[src/rtl/pon_sched_pkg.sv]
// Shared definitions for the PON upstream burst scheduler.
//   - Default counter widths for length/period inputs and the frame counter.
//   - Scheduler state enum plus fixed encodings for ILA probe decoding.
//   - is_tx(): true for states that drive the laser (PRE and DATA).
package pon_sched_pkg;

  localparam int unsigned CntWDefault  = 32;
  localparam int unsigned BcntWDefault = 32;

  typedef enum logic [1:0] {
    StIdle = 2'd0,
    StPre  = 2'd1,
    StData = 2'd2,
    StGap  = 2'd3
  } sched_state_e;

  // Raw encodings so ILA captures can be decoded without the enum.
  localparam logic [1:0] StIdleEnc = 2'd0;
  localparam logic [1:0] StPreEnc  = 2'd1;
  localparam logic [1:0] StDataEnc = 2'd2;
  localparam logic [1:0] StGapEnc  = 2'd3;

  function automatic logic is_tx(sched_state_e s);
    return (s == StPre) || (s == StData);
  endfunction

endpackage

[src/rtl/pon_cfg_shadow.sv]
// Frame configuration shadow for the burst scheduler.
// Captures preamble/burst/period lengths on a load strobe (frame launch) so that
// mid-frame changes on the live inputs only take effect at the next launch.
// Also flags whether the live inputs form a launchable configuration.
// Ports:
//   clk, rst_n        clock and asynchronous active-low reset
//   load              capture p_in/b_in/t_in this cycle
//   p_in, b_in, t_in  live preamble, payload and period lengths
//   p, b, t           shadowed lengths for the running frame
//   cfg_ok            live inputs valid: T!=0, P+B!=0, P+B<=T
module pon_cfg_shadow
  import pon_sched_pkg::*;
#(
  parameter int unsigned CNT_W = CntWDefault
) (
  input  logic             clk,
  input  logic             rst_n,
  input  logic             load,
  input  logic [CNT_W-1:0] p_in,
  input  logic [CNT_W-1:0] b_in,
  input  logic [CNT_W-1:0] t_in,
  output logic [CNT_W-1:0] p,
  output logic [CNT_W-1:0] b,
  output logic [CNT_W-1:0] t,
  output logic             cfg_ok
);

  // One extra bit so P+B can never wrap.
  logic [CNT_W:0] sum;

  always_comb begin
    sum    = {1'b0, p_in} + {1'b0, b_in};
    cfg_ok = (t_in != '0) && (sum != '0) && (sum <= {1'b0, t_in});
  end

  always_ff @(posedge clk or negedge rst_n) begin
    if (!rst_n) begin
      p <= '0;
      b <= '0;
      t <= '0;
    end else if (load) begin
      p <= p_in;
      b <= b_in;
      t <= t_in;
    end
  end

endmodule

[src/rtl/pon_burst_scheduler.sv]
// Upstream PON burst scheduler: repeating frame of P preamble cycles, B payload
// cycles and an idle gap, with a frame period of T cycles. All outputs registered.
// Ports:
//   hb0_gtwiz_userclk_tx_usrclk2_int  TX user clock
//   hb0_gtwiz_reset_n_int             asynchronous active-low reset
//   sched_enable                      run request; dropping it finishes the frame
//   preamble_length/burst_length/burst_period  P, B, T (shadowed at launch)
//   payload_ready                     upstream FIFO has a word this cycle
//   tx_en, preamble_sel, payload_req  TX datapath controls
//   burst_start, burst_end            first / last tx cycle pulses of a frame
//   burst_count                       completed frames (wraps)
//   config_err, underrun_err          sticky error flags
module pon_burst_scheduler
  import pon_sched_pkg::*;
#(
  parameter int unsigned CNT_W  = CntWDefault,
  parameter int unsigned BCNT_W = BcntWDefault
) (
  input  logic              hb0_gtwiz_userclk_tx_usrclk2_int,
  input  logic              hb0_gtwiz_reset_n_int,
  input  logic              sched_enable,
  input  logic [CNT_W-1:0]  preamble_length,
  input  logic [CNT_W-1:0]  burst_length,
  input  logic [CNT_W-1:0]  burst_period,
  input  logic              payload_ready,
  output logic              tx_en,
  output logic              preamble_sel,
  output logic              payload_req,
  output logic              burst_start,
  output logic              burst_end,
  output logic [BCNT_W-1:0] burst_count,
  output logic              config_err,
  output logic              underrun_err
);

  localparam logic [CNT_W-1:0]  CntOne  = CNT_W'(1);
  localparam logic [CNT_W:0]    SumOne  = (CNT_W + 1)'(1);
  localparam logic [BCNT_W-1:0] BcntOne = BCNT_W'(1);

  sched_state_e     state_q, state_d;
  logic [CNT_W-1:0] cnt_q, cnt_d;
  logic [CNT_W-1:0] p_sh, b_sh, t_sh, p_eff, b_eff;
  logic [CNT_W:0]   cnt_x, p_x, sum_x;
  logic             cfg_ok, launch, cfg_fail, frame_end, running, burst_end_d, en_q;

  pon_cfg_shadow #(
    .CNT_W (CNT_W)
  ) u_cfg_shadow (
    .clk    (hb0_gtwiz_userclk_tx_usrclk2_int),
    .rst_n  (hb0_gtwiz_reset_n_int),
    .load   (launch),
    .p_in   (preamble_length),
    .b_in   (burst_length),
    .t_in   (burst_period),
    .p      (p_sh),
    .b      (b_sh),
    .t      (t_sh),
    .cfg_ok (cfg_ok)
  );

  // Next-cycle state is decoded from the period counter position, so every
  // output can be registered from the decoded next state.
  always_comb begin
    launch    = 1'b0;
    cfg_fail  = 1'b0;
    frame_end = (state_q != StIdle) && (cnt_q == t_sh - CntOne);
    if ((state_q == StIdle) || frame_end) begin
      if (sched_enable && cfg_ok) begin
        launch = 1'b1;
      end else if (sched_enable) begin
        cfg_fail = 1'b1;
      end
    end
    running = launch || ((state_q != StIdle) && !frame_end);

    // On launch the shadows load this edge, so decode from the live inputs.
    p_eff = launch ? preamble_length : p_sh;
    b_eff = launch ? burst_length    : b_sh;

    if (launch || !running) begin
      cnt_d = '0;
    end else begin
      cnt_d = cnt_q + CntOne;
    end

    cnt_x = {1'b0, cnt_d};
    p_x   = {1'b0, p_eff};
    sum_x = p_x + {1'b0, b_eff};

    state_d = StIdle;
    if (running) begin
      if (cnt_x < p_x) begin
        state_d = StPre;
      end else if (cnt_x < sum_x) begin
        state_d = StData;
      end else begin
        state_d = StGap;
      end
    end
    burst_end_d = running && (cnt_x == sum_x - SumOne);
  end

  always_ff @(posedge hb0_gtwiz_userclk_tx_usrclk2_int or negedge hb0_gtwiz_reset_n_int) begin
    if (!hb0_gtwiz_reset_n_int) begin
      state_q      <= StIdle;
      cnt_q        <= '0;
      en_q         <= 1'b0;
      tx_en        <= 1'b0;
      preamble_sel <= 1'b0;
      payload_req  <= 1'b0;
      burst_start  <= 1'b0;
      burst_end    <= 1'b0;
      burst_count  <= '0;
      config_err   <= 1'b0;
      underrun_err <= 1'b0;
    end else begin
      state_q      <= state_d;
      cnt_q        <= cnt_d;
      en_q         <= sched_enable;
      tx_en        <= is_tx(state_d);
      preamble_sel <= (state_d == StPre);
      payload_req  <= (state_d == StData);
      burst_start  <= launch;
      burst_end    <= burst_end_d;
      if (burst_end_d) begin
        burst_count <= burst_count + BcntOne;
      end
      // Falling edge of the run request clears a stale config error.
      if (en_q && !sched_enable) begin
        config_err <= 1'b0;
      end else if (cfg_fail) begin
        config_err <= 1'b1;
      end
      if (payload_req && !payload_ready) begin
        underrun_err <= 1'b1;
      end
    end
  end

endmodule

[config.mk]
export PLATFORM = sky130hd
export DESIGN_NAME = pon_burst_scheduler
export DESIGN_NICKNAME = d
export VERILOG_FILES = /design/src/rtl/pon_sched_pkg.sv /design/src/rtl/pon_cfg_shadow.sv /design/src/rtl/pon_burst_scheduler.sv
export SDC_FILE = /design/constraint.sdc
export NUM_CORES = 1
export LEC_CHECK = 0
export CAP_MARGIN = 20
export CORE_UTILIZATION = 40
export DETAILED_ROUTE_END_ITERATION = 10
export PLACE_DENSITY = 0.56
export SLEW_MARGIN = 20
export SYNTH_ARGS = -nofsm -noshare
export SYNTH_HDL_FRONTEND = slang
export SYNTH_SLANG_ARGS = --single-unit
[constraint.sdc]
create_clock -name hb0_gtwiz_userclk_tx_usrclk2_int -period 10.53 [get_ports hb0_gtwiz_userclk_tx_usrclk2_int]
set_input_delay 2.106 -clock hb0_gtwiz_userclk_tx_usrclk2_int [delete_from_list [all_inputs] [get_ports hb0_gtwiz_userclk_tx_usrclk2_int]]
set_output_delay 2.106 -clock hb0_gtwiz_userclk_tx_usrclk2_int [all_outputs]
set_load 0.05 [all_outputs]
==> flow_summary.toml <==
[clock_network]
cts-root-buf = "clkbuf_16"
cts_max_level = 4
clkTransAtPathRegs_ps = 80
clk_path_buf_depth = 2
cts_sinks = 170
numCtsBuffers = 17
cts_tree = "yes"
clock_latency_ps = 520

[grt]
grt_overflow = 0
antenna_found_initial = 0
use_met3 = 0.0371
global_route.usage.met2 = 0.481
top_usage_layer = "met2"
grt_pass1_wl_um = 94100
met1_usage = 0.400
grt_usage = 0.294
grt_max_degree = 66
grt_pass1_vias = 17100

[sta]
finClkSkew_ps = 21.4
fmax_mhz = 93.9
slew_violations = 0
setup_viol = 17
rsz0062_at_grt = "yes"
min_period_ps = 10650
tightest_slew_ps = 978
fin_ws_ps = -117
period_share = 1.01
relSlewSlack = 0.343
hold_violations = 0

[setup_path]
endpoint_kind = "register"
path_max_fanout = 8
cp_num_buf_inv = 9
cp_slowest_stage_delay_ps = 450
cp-start-kind = "primary input"
cp_data_required_time_ps = 10960
arrival_ps = 11070
slowest_stage = "or3_4"
cpMostUsedCell = "buf_4"
critical_path_class = "in2reg"
cp_top_family = "simple AND/OR/NAND/NOR gates"

[finish]
final_util = 0.625
syn_to_final_growth_pct = 52.5
final_cell_area_sq_um = 25100
drive_gt1_frac = 0.353
nNetsFinal = 2823

[die]
initial_core_util = 0.410
core_area_sq_um = 40200
ioPinCount = 139
fp.dieH_um = 205
die_w_um = 205
die_area_sq_um = 42000
num_rows = 73

[place]
dp_slack_ps = -1200
routabilityCongestion = 0.933
placedInstanceArea_sq_um = 22100
dp_hpwl_um = 48100
port_buffers = 138

[synthesis]
syn-num-nets = 2173
netlist_top_cells_area = "dfrtp_1 (26%), ha_1 (12%), xnor2_1 (4.9%)"
yosys.area.top_type = "dfrtp_1"
synth.distinct_cells = 108
async_flop_share = 1.00
synth-edff-count = 0
yosysSeqAreaShare = 0.258
synth_top_cell_area_share = 0.258
synth_most_common_cell = "dfrtp_1"
synth_commonest_cells = "dfrtp_1 (170), ha_1 (159), nand2_1 (147)"
ys_warn_count = 0
ys.flop_type = "dfrtp_1"
syn_inst = 1912
post_synth.cell_area_avg_sq_um = 8.62
synth_seq_cells = 170
netlist_area_sq_um = 16500

[power_and_ir_drop]
power_frac_clock = 0.381
switching_share = 0.311
p_seq_frac = 0.357
power_frac_comb = 0.262
p_leak_nw = 12.5
power_density_nw_per_um2 = 72.9
switchingPower_uw = 569
power_mw = 1.83
internal-power_mw = 1.26
ir_drop_uv = 117

[routing]
ant_nets = 0
routedWlPerCell_um = 20.3
via_per_inst = 5.63
drtIter0Drc = 1270
wirelength_um = 62800
drtPass1Iterations = 5
num_vias = 17500
drcViolationCount = 0

[job]
drv_cap = 0

[run_status]
failed_checks = "setup timing"
status = "finished, violations left"

[min_path]
worst_hold_path_type = "reg2reg"
-- registers in the layout, summed over array words and instances (netlist names), 2 cells and up --
name	flops
burst_count	32
cnt_q	32
u_cfg_shadow.p	32
u_cfg_shadow.b	32
state_q	2
u_cfg_shadow.t	32
-- placed cells by master, fill, tap and decap left out, types with 13 or more instances in the layout --
master,Yosys,final
ha_1,159,127
a21o_1,44,44
dfrtp_1,170,170
o21a_1,27,26
o21ai_0,100,79
nand2_1,147,142
dlygate4sd2_1,0,26
o211ai_1,22,22
a21oi_1,102,80
nand4_1,43,43
nand2b_1,22,20
nor2_1,129,116
or3_1,20,16
clkdlybuf4s50_1,0,84
ha_4,0,29
clkbuf_16,0,21
nor4_4,1,35
inv_1,117,109
o21ai_1,3,19
xor2_1,85,82
nor3_1,49,43
and3_1,32,30
and4_1,13,13
xnor2_1,93,86
and2_1,27,22
nor2b_1,17,17
nor4_1,38,28
mux2i_1,32,26
a21oi_2,0,18
mux2_2,39,35
nand3_1,57,51
buf_4,4,515
buf_6,1,19
-- cell families after synthesis --
logic type,synth area share
fa+ha+maj,0.126
simple gates,0.238
buf+inv,0.0419
flops,0.258
mux,0.0469
xor+xnor,0.0994
compound gates,0.189
-- worst paths after layout --
kind                                                     from                     endpoint  slack [ps]  cells past startpoint
min in group asynchronous               hb0_gtwiz_reset_n_int  u_cfg_shadow.p[7]$_DFF_PN0_        1500                      1
worst min-delay path                 underrun_err$_DFFE_PN0P_     underrun_err$_DFFE_PN0P_         470                      1
worst max-delay path                         burst_length[21]  burst_count[30]$_DFFE_PN0P_        -120                     45
max in group asynchronous               hb0_gtwiz_reset_n_int   burst_count[1]$_DFFE_PN0P_        6900                      3
worst min register to register       underrun_err$_DFFE_PN0P_     underrun_err$_DFFE_PN0P_         470                      1
worst max register to register  u_cfg_shadow.t[0]$_DFFE_PN0P_  burst_count[30]$_DFFE_PN0P_        1540                     43
-- metrics by stage --
| stage | instances | setup TNS (ps) | hold slack (ps) |
|---|---|---|---|
| 5_1_grt | 3100 | -11980 | 484 |
| 3_3_place_gp | 2982 | -38330 | 442 |
| 3_5_place_dp | 2982 | -40860 | 450 |
| 6_report | 3101 | -898 | 467 |
| 2_1_floorplan | 1912 | 0 | 468 |
| 4_1_cts | 3064 | -286 | 468 |
-- power by group through the flow --
stage                     combinational [mW]  clock, mW  sequential (mW)
after floorplan                        0.181          0            0.667
after global placement                 0.406          0            0.666
after detailed placement               0.413          0            0.666
after CTS                              0.448      0.715            0.653
after global routing                   0.519      0.733            0.653
final                                  0.480      0.698            0.653
-- metal layers --
| layer | part of all wire | vias to the layer above |
|---|---|---|
| met4 | 0.028 | 0 |
| met2 | 0.47 | 423 |
| met3 | 0.042 | 95 |
| met5 | 0 | - |
| met1 | 0.46 | 8567 |
| li1 | - | 8379 |
-- worst register-to-register path, delay by kind of cell (launching register included) --
kind | cells | cell delay (ps)
buf+inv | 14 | 1810
flops | 1 | 440
simple gates | 12 | 3180
mux | 1 | 220
xor+xnor | 2 | 350
compound gates | 11 | 2130
fa+ha+maj | 3 | 740
-- area by class of cell --
cell class	instances	area, sq um
fill	3440	15100
multi-input combinational	1567	13300
timing repair buffer	688	5840
sequential	170	4250
tap	525	657
inverter	118	445
clock buffer	19	443
clock inverter	13	169
antenna	1	2.50
-- what timing repair did --
item                                    4_1_cts  5_1_grt
hold buffers                                  0        0
resized for setup                           205      202
endpoints found under the setup margin       36       36
setup buffers                                46       33
pin swaps                                    72      133
gates cloned                                  5        5
No activity file was read; power rests on OpenSTA's default activity.
